--- src/rtl/fwd_hazard_unit.sv ---
// rtl/fwd_hazard_unit.sv - forwarding select and load-use stall controller for the in-order pipeline
// Optional perf counters (stall_count, fwd_count) are built when HAZ_PERF_CNT_EN is defined.
module fwd_hazard_unit #(
    parameter int REG_ADDR_W = 5,
    parameter int NUM_SRC    = 3,
    parameter int FWD_DEPTH  = 2,
    parameter int LOAD_LAT   = 1,
    parameter int SEL_W      = $clog2(FWD_DEPTH + 1)
) (
    input  logic                          clk,
    input  logic                          rst,
    input  logic                          issue_valid,
    input  logic [REG_ADDR_W-1:0]         issue_rd,
    input  logic                          issue_regwrite,
    input  logic                          issue_is_load,
    input  logic [NUM_SRC-1:0]            src_valid,
    input  logic [NUM_SRC*REG_ADDR_W-1:0] src_addr,
    input  logic                          flush,
    output logic                          stall,
    output logic [NUM_SRC*SEL_W-1:0]      fwd_sel
`ifdef HAZ_PERF_CNT_EN
    ,
    output logic [31:0]                   stall_count,
    output logic [31:0]                   fwd_count
`endif
);

    logic [FWD_DEPTH-1:0]     tag_vld_q, tag_vld_d;
    logic [FWD_DEPTH-1:0]     tag_ld_q, tag_ld_d;
    logic [REG_ADDR_W-1:0]    tag_rd_q [FWD_DEPTH];
    logic [REG_ADDR_W-1:0]    tag_rd_d [FWD_DEPTH];
    logic [NUM_SRC*SEL_W-1:0] fwd_sel_q, fwd_sel_d;
    logic [NUM_SRC*SEL_W-1:0] cand_sel;
    logic [NUM_SRC-1:0]       src_haz;
    logic                     issue_ok;

    // Scan oldest to youngest so the youngest matching producer overrides.
    always_comb begin
        cand_sel = '0;
        src_haz  = '0;
        for (int i = 0; i < NUM_SRC; i++) begin
            for (int k = FWD_DEPTH - 1; k >= 0; k--) begin
                if (src_valid[i] && (src_addr[i*REG_ADDR_W +: REG_ADDR_W] != '0) &&
                    tag_vld_q[k] && (tag_rd_q[k] == src_addr[i*REG_ADDR_W +: REG_ADDR_W])) begin
                    cand_sel[i*SEL_W +: SEL_W] = SEL_W'(k + 1);
                    src_haz[i]                 = tag_ld_q[k] && (k < LOAD_LAT);
                end
            end
        end
    end

    assign stall    = issue_valid & ~flush & (|src_haz);
    assign issue_ok = issue_valid & ~stall & ~flush;
    assign fwd_sel_d = issue_ok ? cand_sel : '0;

    // Flush kills the EX-stage entry as it shifts into entry 1.
    always_comb begin
        tag_vld_d    = '0;
        tag_ld_d     = '0;
        tag_vld_d[0] = issue_ok & issue_regwrite & (issue_rd != '0);
        tag_ld_d[0]  = issue_is_load;
        tag_rd_d[0]  = issue_rd;
        for (int k = 1; k < FWD_DEPTH; k++) begin
            tag_vld_d[k] = tag_vld_q[k-1] & ~((k == 1) & flush);
            tag_ld_d[k]  = tag_ld_q[k-1];
            tag_rd_d[k]  = tag_rd_q[k-1];
        end
    end

    always_ff @(posedge clk or posedge rst) begin
        if (rst) begin
            tag_vld_q <= '0;
            tag_ld_q  <= '0;
            fwd_sel_q <= '0;
            for (int k = 0; k < FWD_DEPTH; k++) begin
                tag_rd_q[k] <= '0;
            end
        end else begin
            tag_vld_q <= tag_vld_d;
            tag_ld_q  <= tag_ld_d;
            fwd_sel_q <= fwd_sel_d;
            for (int k = 0; k < FWD_DEPTH; k++) begin
                tag_rd_q[k] <= tag_rd_d[k];
            end
        end
    end

    assign fwd_sel = fwd_sel_q;

`ifdef HAZ_PERF_CNT_EN
    logic [31:0] stall_cnt_q, stall_cnt_d;
    logic [31:0] fwd_cnt_q, fwd_cnt_d;

    always_comb begin
        stall_cnt_d = stall_cnt_q;
        fwd_cnt_d   = fwd_cnt_q;
        if (stall && (stall_cnt_q != '1)) begin
            stall_cnt_d = stall_cnt_q + 32'd1;
        end
        if ((fwd_sel_d != '0) && (fwd_cnt_q != '1)) begin
            fwd_cnt_d = fwd_cnt_q + 32'd1;
        end
    end

    always_ff @(posedge clk or posedge rst) begin
        if (rst) begin
            stall_cnt_q <= '0;
            fwd_cnt_q   <= '0;
        end else begin
            stall_cnt_q <= stall_cnt_d;
            fwd_cnt_q   <= fwd_cnt_d;
        end
    end

    assign stall_count = stall_cnt_q;
    assign fwd_count   = fwd_cnt_q;
`endif

endmodule

--- config.mk ---
export PLATFORM = sky130hd
export DESIGN_NAME = fwd_hazard_unit
export DESIGN_NICKNAME = d
export VERILOG_FILES = /design/src/rtl/fwd_hazard_unit.sv
export SDC_FILE = /design/constraint.sdc
export NUM_CORES = 1
export LEC_CHECK = 0
export ABC_AREA = 0
export CAP_MARGIN = 20
export CORE_MARGIN = 3
export CORE_UTILIZATION = 39
export DETAILED_ROUTE_END_ITERATION = 16
export PLACE_DENSITY_LB_ADDON = 0.15
export SYNTH_ARGS = -nofsm -noshare
export SYNTH_HDL_FRONTEND = slang
export SYNTH_SLANG_ARGS = --single-unit
export TNS_END_PERCENT = 50
--- constraint.sdc ---
create_clock -name clk -period 1.79 [get_ports clk]
set_clock_uncertainty 0.1 [all_clocks]
set_input_delay 0.179 -clock clk [delete_from_list [all_inputs] [get_ports clk]]
set_output_delay 0.179 -clock clk [all_outputs]
set_load 0.01 [all_outputs]
# Word-level counts from Yosys, hierarchy flattened
# Index checks and enable logic that the tools add are counted.
dict set report word_totals {
  ff_bits 19
  output_inout_bits 7
}
dict set report classes {
  n_eq_ne 6
  n_mux 10
  bitwise 9
  n_reduce_logical 20
}
# cell n
set op_table {}
lappend op_table {{$eq 5x5->1} 6}
lappend op_table {{$reduce_bool 5->1} 4}
lappend op_table {{$logic_and 1x1->1} 15}
lappend op_table {{$mux 2} 6}
lappend op_table {{$and 1x1->1} 7}
lappend op_table {{$mux 6} 1}
lappend op_table {{$mux 1} 3}
lappend op_table {{$reduce_or 3->1} 1}
lappend op_table {{$not 1->1} 2}

# Longest topological paths before layout
# Gate-level depths: netlist of the first run.
dict set report depth {
  ltp_word 12
  depth_mapped 5
}

# Worst setup path before layout of the first run
# No wires, ideal clock.
dict set report synth_timing {
  path_type {reg2out}
  start {reg tag_rd_q (netlist bit tag_rd_d[2])}
  end {out stall}
  arrival_ps 1379
  required_ps 1511
  slack_ps 132
  stages_incl_launch_ff 6
  n_path_buf 0
  path_cell_list {dfrtp_1 xor2_1 nor4_1 nand4b_2 nand3_2 and3_1}
}
dict set report synth_between {
  elab_chain_len 5
  elab_cells_between_ends 11
  classes_between {eq/ne (3); mux (3); bitwise (1); reduce/logical (4)}
}
# element line
set synth_lines {}
lappend synth_lines {{start: declaration} 30} ;# logic [REG_ADDR_W-1:0] tag_rd_q [FWD_DEPTH];
lappend synth_lines {{start signal: indexed assignment} 83} ;# tag_rd_q[k] <= tag_rd_d[k];
lappend synth_lines {{$eq 5x5->1} 44} ;# tag_vld_q[k] && (tag_rd_q[k] == src_addr[i*REG_ADDR_W +: REG_ADDR_W])) begin
lappend synth_lines {{$logic_and 1x1->1} 44}
lappend synth_lines {{$mux 1} 43} ;# if (src_valid[i] && (src_addr[i*REG_ADDR_W +: REG_ADDR_W] != '0) &&
lappend synth_lines {{$reduce_or 3->1 (*)} 52} ;# assign stall = issue_valid & ~flush & (|src_haz);
lappend synth_lines {{$and 1x1->1 (*)} 52}
lappend synth_lines {{end: declaration} 19} ;# output logic stall,
# Every way passes the cells marked *; elsewhere a longest branch is shown, timed or not.

# Final worst setup path of the first run
dict set report layout_timing {
  start {in src_addr[3]}
  end {out stall}
}
dict set report layout_between {
  elab_chain_len 7
  elab_cells_between_ends 8
  classes_between {eq/ne (1); mux (1); bitwise (1); reduce/logical (5)}
}
# element line
set layout_lines {}
lappend layout_lines {{start: declaration} 17} ;# input logic [NUM_SRC*REG_ADDR_W-1:0] src_addr,
lappend layout_lines {{$reduce_bool 5->1} 43}
lappend layout_lines {{$logic_and 1x1->1 (2 in a row)} 43}
lappend layout_lines {{$logic_and 1x1->1 (*)} 44}
lappend layout_lines {{$mux 1 (*)} 43}
lappend layout_lines {{$reduce_or 3->1 (*)} 52}
lappend layout_lines {{$and 1x1->1 (*)} 52}
# Marks and branches as above.

==> results.yml, run 1 <==
outcome:
  status: "complete, but fails checks"
  violations: "setup timing"
detailed_routing:
  viasPerCell: 4.918
  wl_um: 2638
  postRouteAntennaNets: 0
  met2_wirelength_um: 1452
  vias: 895
  top_layer_used: "met4"
  wl_met3_um: 83
  dr.pass1.iters: 4
  wl_per_cell_um: 14.49
  drt-met1-wl_um: 1089
  drc: 0
  drtIter0Drc: 10
power_and_ir_drop:
  power_switching_w: 0.0002296
  power_leakage_nw: 0.7970
  clock_power_share_pct: 22.3
  p_int_w: 0.0006655
  switching_share_pct: 25.65
  p_seq_share_pct: 52.2
  vdd_ir_drop_max_mv: 0.4101
  p_per_area_nw_per_um2: 521.1
  totalPowerFinal_w: 0.0008952
  combPwrFrac_pct: 25.5
cells_and_area:
  n_antenna_cell: 0
  layout_commonest_cell: "clkdlybuf4s50_1"
  nNetsFinal: 184
  layout-drive-gt1-share_pct: 31.82
  mostFrequentLayoutCells: "28 x clkdlybuf4s50_1, 25 x buf_4, 15 x xnor2_1, 15 x dfrtp_1, 13 x xor2_1"
  area_growth_pct: 69.93
  final_cells: 182
  utilization_pct: 73.42
clocking:
  clk_path_buf_depth: 2
  clk_latency_ns: 0.28
  numClockSinks: 19
  htree_levels: 1
  cts_inserted_buffers: 3
  holdBufCountCts: 0
  cts-root-buf: "clkbuf_4"
  clk_pin_slew_ns: 0.10
  cts_tree: "yes"
yosys:
  ys_seq_area_share_pct: 47.03
  synth_area_um2: 1011
  synth_top_area_cell: "dfrtp_1"
  yosysUniqueCellTypes: 20
  synth_edf_count: 0
  syn_nets: 119
  yosysWarnings: 0
  syn_inst: 90
  ys.flop_type: "dfrtp_1"
  synth-seq-cells: 19
  syn_avg_cell_area_um2: 11.23
  synth_top_area_share_pct: 47.03
  synthArstFlopShare_pct: 100.0
  synth_area_leaders: "dfrtp_1 47%, xnor2_1 13%, xor2_1 13%"
timing:
  finalMaxSlewViolations: 0
  rsz0062_at_grt: "yes"
  finalCritPeriodShare_pct: 120.8
  worst_pin_slew_ns: 0.3359
  setup_slack_ns: -0.3718
  fin_crit_ns: 2.162
  max_freq_ghz: 0.4626
  hold_viol: 0
  max_slew_margin_pct: 77.61
  setup_violations: 1
die:
  initial_core_util_pct: 43.21
  die-area_um2: 3239
  die_y_um: 56.92
  num_rows: 17
  coreArea_um2: 2340
  pin_count: 36
  dieWidth_um: 56.92
global_route:
  grtUsageTotal_pct: 17.57
  grt_max_degree: 20
  antenna_found_initial: 0
  gr-total-overflow: 0
  grt_first_pass_wirelength_um: 4485
  grt_pass1_vias: 1055
placed_design:
  routabilityCongestion: 0.7979
  port_buffers: 35
  dpl.hpwl_um: 2140
  dp.cells: 175
critical_path:
  end_kind: "primary output"
  worstSetupPathType: "primary input to primary output"
  start_kind: "primary input"
  cp.arrival_ns: 1.88
  cp.required_ns: 1.51
  crit_fanout: 3
  regToRegSetupSlack_ns: 0.05
hold_path:
  holdCritPathClass: "primary input to async pin"
run:
  cap_violations: 0
## cell families (layout without fill, tap and decap cells)
kind of cell | count (synthesis) | count (layout) | synth area share [%]
DFF | 19 | 19 | 47.03
and+or+nand+nor | 31 | 31 | 21.29
buffers and inverters | 2 | 66 | 0.7419
AOI/OAI and AO/OA | 8 | 8 | 4.951
xor gates and xnor gates | 30 | 30 | 25.99
## synth_stat cells (3+ instances only)
cell / n
a21oi_1: 4
dfrtp_1: 19
nand4b_2: 3
xnor2_1: 15
nor4_1: 6
nand2_1: 7
xor2_1: 15
nor3_1: 3
nand4_1: 3
## worst max-delay path: stages
cell,delay [ns]
clkdlybuf4s50_1,0.46
or4_4,0.52
o21ai_4,0.16
nand4b_4,0.17
nand3_4,0.09
and3_4,0.19
buf_6,0.11
## sequential cells by signal, indices dropped and copies added, names as in the netlist
signal     flops
fwd_sel        6
tag_rd_d       5
tag_rd_q       5
tag_vld_q      2
tag_ld_q       1
## final cells by class
class                   instances  area (µm²)
clock buffers                   4       26.28
fillers                       190       621.8
inverters                       1       3.754
multi-input cells              69       629.4
flip-flops and latches         19       480.5
well taps                      28       35.03
repair buffers                 61       543.0
## power by group through the flow
stage | clock network, W | logic [W] | registers (W)
after detailed placement | 0 | 0.000199 | 0.000475
after global routing | 0.000234 | 0.000247 | 0.000470
final | 0.000200 | 0.000228 | 0.000467
after CTS | 0.000212 | 0.000221 | 0.000467
after floorplan | 0 | 0.0000766 | 0.000467
after global placement | 0 | 0.000192 | 0.000474
## repair_timing
action,in CTS,in global routing
resized for setup,24,6
pin swaps,7,7
setup buffers,2,1
endpoints found under the setup margin,6,7
## layer usage
| layer | global-route usage (%) | vias to the layer above |
|---|---|---|
| li1 | - | 450 |
| met1 | 21.32 | 424 |
| met2 | 32.30 | 19 |
| met3 | 2.529 | 2 |
| met4 | 4.305 | 0 |
| met5 | 0 | - |
## path summary, 6_finish.rpt
path	startpoint	endpoint	cells after the start
max in group asynchronous	rst	tag_rd_d[4]$_DFF_PP0_	3
setup / recovery	src_addr[3]	stall	7
hold / removal	rst	fwd_sel[4]$_DFF_PP0_	3
setup reg to reg	tag_rd_d[0]$_DFF_PP0_	fwd_sel[4]$_DFF_PP0_	6
hold reg to reg	tag_rd_d[0]$_DFF_PP0_	tag_rd_q[0]$_DFF_PP0_	0
min in group clk	issue_is_load	tag_ld_q[0]$_DFF_PP0_	1
## stage by stage
step	cell area [µm²]	TNS, ns	hold slack [ns]	worst slack, ns
2_1_floorplan	1011	0	0.03013	0.1321
3_3_place_gp	1565	-1.861	0.3923	-0.7209
5_1_grt	1718	-0.5520	0.1252	-0.4585
6_report	1718	-0.3718	0.1062	-0.3718
3_5_place_dp	1565	-2.163	0.3920	-0.7809
4_1_cts	1674	-0.3908	0.1020	-0.3908
No activity file was read; power rests on OpenSTA's default activity.
==> run 2, diff against run 1 <==
Settings changed: ABC_CLOCK_PERIOD_IN_PS set to 1800, SETUP_SLACK_MARGIN set to 0.4.
Clock period 1.79 ns to 1.8 ns, I/O delays scaled along.
==> run 2 against run 1 <==
Effect of this change:
- the run still ends with setup timing left
- via count up 4.5%
- sequential share of layout area rose by 0.18 points
- sequential power about the same
- critical endpoint unchanged
- utilization down 0.48 points
- worst hold slack improved by 0.0028 ns
- largest power group unchanged
- total power down 1.8%
- cell area fell by 0.66%
==> results.yml, run 2 (synthesized netlist as in run 1, its figures left out) <==
die:
  coreArea_um2: 2340
  dieWidth_um: 56.92
  die-area_um2: 3239
  die_y_um: 56.92
  pin_count: 36
  initial_core_util_pct: 43.21
  num_rows: 17
outcome:
  violations: "setup timing"
  status: "complete, but fails checks"
power_and_ir_drop:
  power_leakage_nw: 0.8127
  clock_power_share_pct: 22.8
  combPwrFrac_pct: 24.4
  p_per_area_nw_per_um2: 515.2
  p_seq_share_pct: 52.9
  p_int_w: 0.0006581
  switching_share_pct: 25.15
  vdd_ir_drop_max_mv: 0.4639
  power_switching_w: 0.0002211
critical_path:
  crit_fanout: 3
  cp.required_ns: 1.52
  end_kind: "primary output"
  r2r_start: "tag_rd_d[2]$_DFF_PP0_"
  critPathLaunch: "tag_rd_d[2]$_DFF_PP0_"
  cp.arrival_ns: 1.87
  start_kind: "flop"
  worstSetupPathType: "flop to primary output"
  regToRegSetupSlack_ns: -0.31
cells_and_area:
  largest_reg_flops: 6
  layout_commonest_cell: "buf_4"
  multi_input_area_um2: 574.3
  fillers: 193
  mostFrequentLayoutCells: "27 x buf_4, 24 x clkdlybuf4s50_1, 15 x xnor2_1, 15 x xor2_1, 15 x dfrtp_1"
  regArea_um2: 480.5
  n_antenna_cell: 0
  utilization_pct: 72.94
  layout-drive-gt1-share_pct: 32.08
  area_growth_pct: 68.81
  nNetsFinal: 189
detailed_routing:
  drc: 0
  drtIter0Drc: 15
  dr.pass1.iters: 4
  viasPerCell: 5.000
  vias: 935
  wl_per_cell_um: 14.88
  postRouteAntennaNets: 0
  wl_um: 2782
global_route:
  antenna_found_initial: 0
  grt_pass1_vias: 1049
  gr-total-overflow: 0
  grt_max_degree: 20
  grtUsageTotal_pct: 18.52
  grt_first_pass_wirelength_um: 4567
timing:
  max_slew_margin_pct: 79.88
  worst_pin_slew_ns: 0.2994
  fin_crit_ns: 2.150
  setup_violations: 6
  hold_viol: 0
  rsz0062_at_grt: "yes"
  setup_slack_ns: -0.3504
  max_freq_ghz: 0.4650
  finalMaxSlewViolations: 0
  finalCritPeriodShare_pct: 119.5
clocking:
  clk_path_buf_depth: 2
  numClockSinks: 19
  htree_levels: 1
  cts_tree: "yes"
  cts_inserted_buffers: 3
  clk_latency_ns: 0.28
  cts-root-buf: "clkbuf_4"
  clk_pin_slew_ns: 0.10
hold_path:
  holdCritPathClass: "primary input to async pin"
placed_design:
  post-place-ws_ns: -0.7262
  port_buffers: 35
  dpl.hpwl_um: 2048
  routabilityCongestion: 0.7933
run:
  cap_violations: 0
run 2: final timing paths:
kind | end | cells past startpoint
hold / removal | tag_rd_q[1]$_DFF_PP0_ | 3
max in group asynchronous | tag_rd_d[3]$_DFF_PP0_ | 3
setup / recovery | stall | 8
setup reg to reg | fwd_sel[0]$_DFF_PP0_ | 10
min in group clk | tag_ld_q[0]$_DFF_PP0_ | 1
hold reg to reg | tag_rd_q[4]$_DFF_PP0_ | 0
run 2: area by class of cell:
type / instances / area share (%)
Clock buffer: 4 / 1.540
Multi-Input combinational cell: 69 / 33.65
Inverter: 1 / 0.2199
Sequential cell: 19 / 28.15
Tap cell: 28 / 2.053
Timing Repair Buffer: 66 / 34.38
run 2: power by group through the flow:
stage	Clock, W	Combinational (W)	Sequential, W
after CTS	0.000210	0.000209	0.000464
after detailed placement	0	0.000199	0.000472
after global routing	0.000230	0.000233	0.000467
after floorplan	0	0.0000763	0.000464
after global placement	0	0.000193	0.000472
final	0.000200	0.000214	0.000465
run 2: critical path: stages (launching register included):
cell	delay (ns)
dfrtp_2	0.43
buf_6	0.13
xor2_1	0.13
nor4_1	0.23
buf_4	0.17
nand4b_4	0.10
nand3_2	0.11
and3_4	0.18
buf_6	0.09
run 2: layer usage:
metal,vias up,GRT usage (%),wire [µm]
met4,0,5.629,25
met1,451,21.35,1126
met5,-,0,0
met2,23,34.09,1501
li1,457,-,-
met3,4,3.678,129
run 2: through the flow:
stage / hold WS (ns) / area, µm² / total power [W] / instances / setup TNS [ns]
finish: 0.1089 / 1707 / 0.0008792 / 187 / -1.472
floorplan: 0.03113 / 1016 / 0.0005402 / 90 / 0
global placement: 0.3887 / 1578 / 0.0006649 / 176 / -1.687
detailed placement: 0.3923 / 1578 / 0.0006711 / 176 / -1.798
CTS: 0.1107 / 1687 / 0.0008829 / 186 / -1.506
global route: 0.1626 / 1707 / 0.0009299 / 187 / -2.077
run 2: timing repair:
action	CTS	global route
endpoints found under the setup margin	14	8
pin swaps	5	3
hold buffers	0	0
setup buffers	6	1
gates resized for setup	27	2
==> run 3, diff against run 2 <==
--- a/config.mk
+++ b/config.mk
@@ -9,4 +9,5 @@
 export ABC_CLOCK_PERIOD_IN_PS = 1800
 export CAP_MARGIN = 20
+export CORE_ASPECT_RATIO = 1.25
 export CORE_MARGIN = 3
 export CORE_UTILIZATION = 39
==> constraint.sdc (replaced) <==
create_clock -name clk -period 1.8 [get_ports clk]
set_clock_uncertainty 0.1 [all_clocks]
set_input_delay 0.27 -clock clk [delete_from_list [all_inputs] [get_ports clk]]
set_output_delay 0.27 -clock clk [all_outputs]
set_load 0.01 [all_outputs]
==> run 3 against run 2 <==
Effect of this change:
- sequential cell count is the same
- sequential power is essentially flat
- the run still ends with setup timing left
- total power shrank 0.31%
- combinational power shrank 5%
- global-route usage grew 0.37 points
- clock-buffer cell count shrank 1
- clock power grew 3%
- via count grew 0.21%
- worst hold slack gained 0.079 ns
- largest cell class is now multi-input gates
- critical path depth shrank 2
==> results.yml, run 3 (synthesized netlist as in run 1, its figures left out) <==
critical_path:
  cp.arrival_ns: 1.83
  cp.required_ns: 1.43
  end_kind: "primary output"
  r2r_start: "tag_rd_d[0]$_DFF_PP0_"
  regToRegSetupSlack_ns: -0.21
  worstSetupPathType: "flop to primary output"
  reg2reg_depth: 9
  start_kind: "flop"
  crit_fanout: 4
  regToRegEndpoint: "fwd_sel[1]$_DFF_PP0_"
cells_and_area:
  fillers: 216
  n_antenna_cell: 0
  area_growth_pct: 68.94
  layout_commonest_cell: "buf_4"
  utilization_pct: 69.64
  layout-drive-gt1-share_pct: 33.76
  largest_reg_flops: 6
  mostFrequentLayoutCells: "26 x buf_4, 18 x dlygate4sd2_1, 16 x clkdlybuf4s50_1"
  nNetsFinal: 187
timing:
  setup_violations: 6
  rsz0062_at_grt: "yes"
  setup_slack_ns: -0.3965
  hold_ws_ns: 0.1876
  tns_ns: -1.274
  hold_viol: 0
  finalCritPeriodShare_pct: 122.0
  finalMaxSlewViolations: 0
  max_freq_ghz: 0.4553
  worst_pin_slew_ns: 0.3561
  fin_crit_ns: 2.196
  max_slew_margin_pct: 76.06
die:
  coreArea_um2: 2452
  die-area_um2: 3243
  num_rows: 20
  pin_count: 36
  initial_core_util_pct: 41.22
  dieWidth_um: 51.54
  die_y_um: 62.93
detailed_routing:
  wl_um: 2745
  vias: 937
  drc: 0
  dr.pass1.iters: 4
  postRouteAntennaNets: 0
  viasPerCell: 4.932
  wl_per_cell_um: 14.45
  drtIter0Drc: 18
global_route:
  gr-total-overflow: 0
  grt_first_pass_wirelength_um: 4643
  grt_pass1_vias: 1007
  grt_max_degree: 20
  grtUsageTotal_pct: 18.90
  antenna_found_initial: 0
power_and_ir_drop:
  clock_power_share_pct: 23.6
  p_per_area_nw_per_um2: 513.2
  p_int_w: 0.0006459
  switching_share_pct: 26.31
  power_leakage_nw: 0.8328
  p_seq_share_pct: 53.1
  combPwrFrac_pct: 23.3
  power_switching_w: 0.0002306
  vdd_ir_drop_max_mv: 0.4490
clocking:
  cts-root-buf: "clkbuf_4"
  numClockSinks: 19
  clk_pin_slew_ns: 0.11
  htree_levels: 1
  clk_latency_ns: 0.29
  cts_tree: "yes"
  clk_path_buf_depth: 2
  cts_inserted_buffers: 3
placed_design:
  port_buffers: 35
  routabilityCongestion: 0.8617
  dpl.hpwl_um: 2142
  post-place-ws_ns: -0.8895
outcome:
  status: "complete, but fails checks"
  violations: "setup timing"
run:
  cap_violations: 0
hold_path:
  holdCritPathClass: "primary input to async pin"
[run 3: layout make-up]
type                            instances  area, µm²  area share (%)
Multi-Input combinational cell         69      596.8           34.94
Timing Repair Buffer                   64      558.0           32.67
Sequential cell                        19      480.5           28.13
Tap cell                               33      41.29           2.418
Clock buffer                            3      22.52           1.319
Clock inverter                          1      5.005          0.2930
Inverter                                1      3.754          0.2198
[run 3: power groups by stage]
| stage | Sequential [W] | Clock, W | Combinational, W |
|---|---|---|---|
| 2_1_floorplan | 0.000464 | 0 | 0.0000802 |
| 3_3_place_gp | 0.000472 | 0 | 0.000198 |
| 3_5_place_dp | 0.000472 | 0 | 0.000204 |
| 4_1_cts | 0.000465 | 0.000212 | 0.000205 |
| 5_1_grt | 0.000469 | 0.000240 | 0.000222 |
| 6_report | 0.000465 | 0.000207 | 0.000204 |
[run 3: timing repair]
action	in CTS	in global routing
endpoints found under the setup margin	14	8
resized for setup	35	3
setup buffers	4	2
hold buffers	0	0
pin swaps	12	8
[run 3: worst max-delay path: stages (launching register included)]
cell,delay (ns)
dfrtp_2,0.46
xor2_1,0.16
nor4_2,0.40
nand4b_4,0.14
nand3_2,0.11
and3_4,0.18
buf_6,0.09
[run 3: per-stage QoR]
| stage | cells | instance area, µm² | power [W] |
|---|---|---|---|
| floorplan | 90 | 1031 | 0.0005444 |
| CTS | 188 | 1683 | 0.0008825 |
| detailed placement | 180 | 1592 | 0.0006758 |
| finish | 190 | 1708 | 0.0008764 |
| global placement | 180 | 1592 | 0.0006699 |
| global route | 190 | 1708 | 0.0009306 |
[run 3: worst max-delay path by stage]
stage	from	endpoint	slack (ns)	depth (start not counted)
2_1_floorplan	tag_rd_d[0]$_DFF_PP0_	stall	0.07	5
3_3_place_gp	src_addr[14]	stall	-0.87	7
3_5_place_dp	src_addr[6]	stall	-0.89	7
4_1_cts	tag_rd_d[2]$_DFF_PP0_	stall	-0.41	6
5_1_grt	tag_rd_d[3]$_DFF_PP0_	stall	-0.53	7
6_report	tag_rd_d[0]$_DFF_PP0_	stall	-0.40	6
[run 3: metal layers]
layer / vias up / routed length, µm / part of all wire, % / GRT usage (%)
met5: - / 0 / 0 / 0
met4: 0 / 27 / 0.98 / 3.934
met3: 4 / 161 / 5.9 / 3.341
met2: 26 / 1440 / 52 / 32.48
met1: 450 / 1115 / 41 / 24.32
li1: 457 / - / - / -
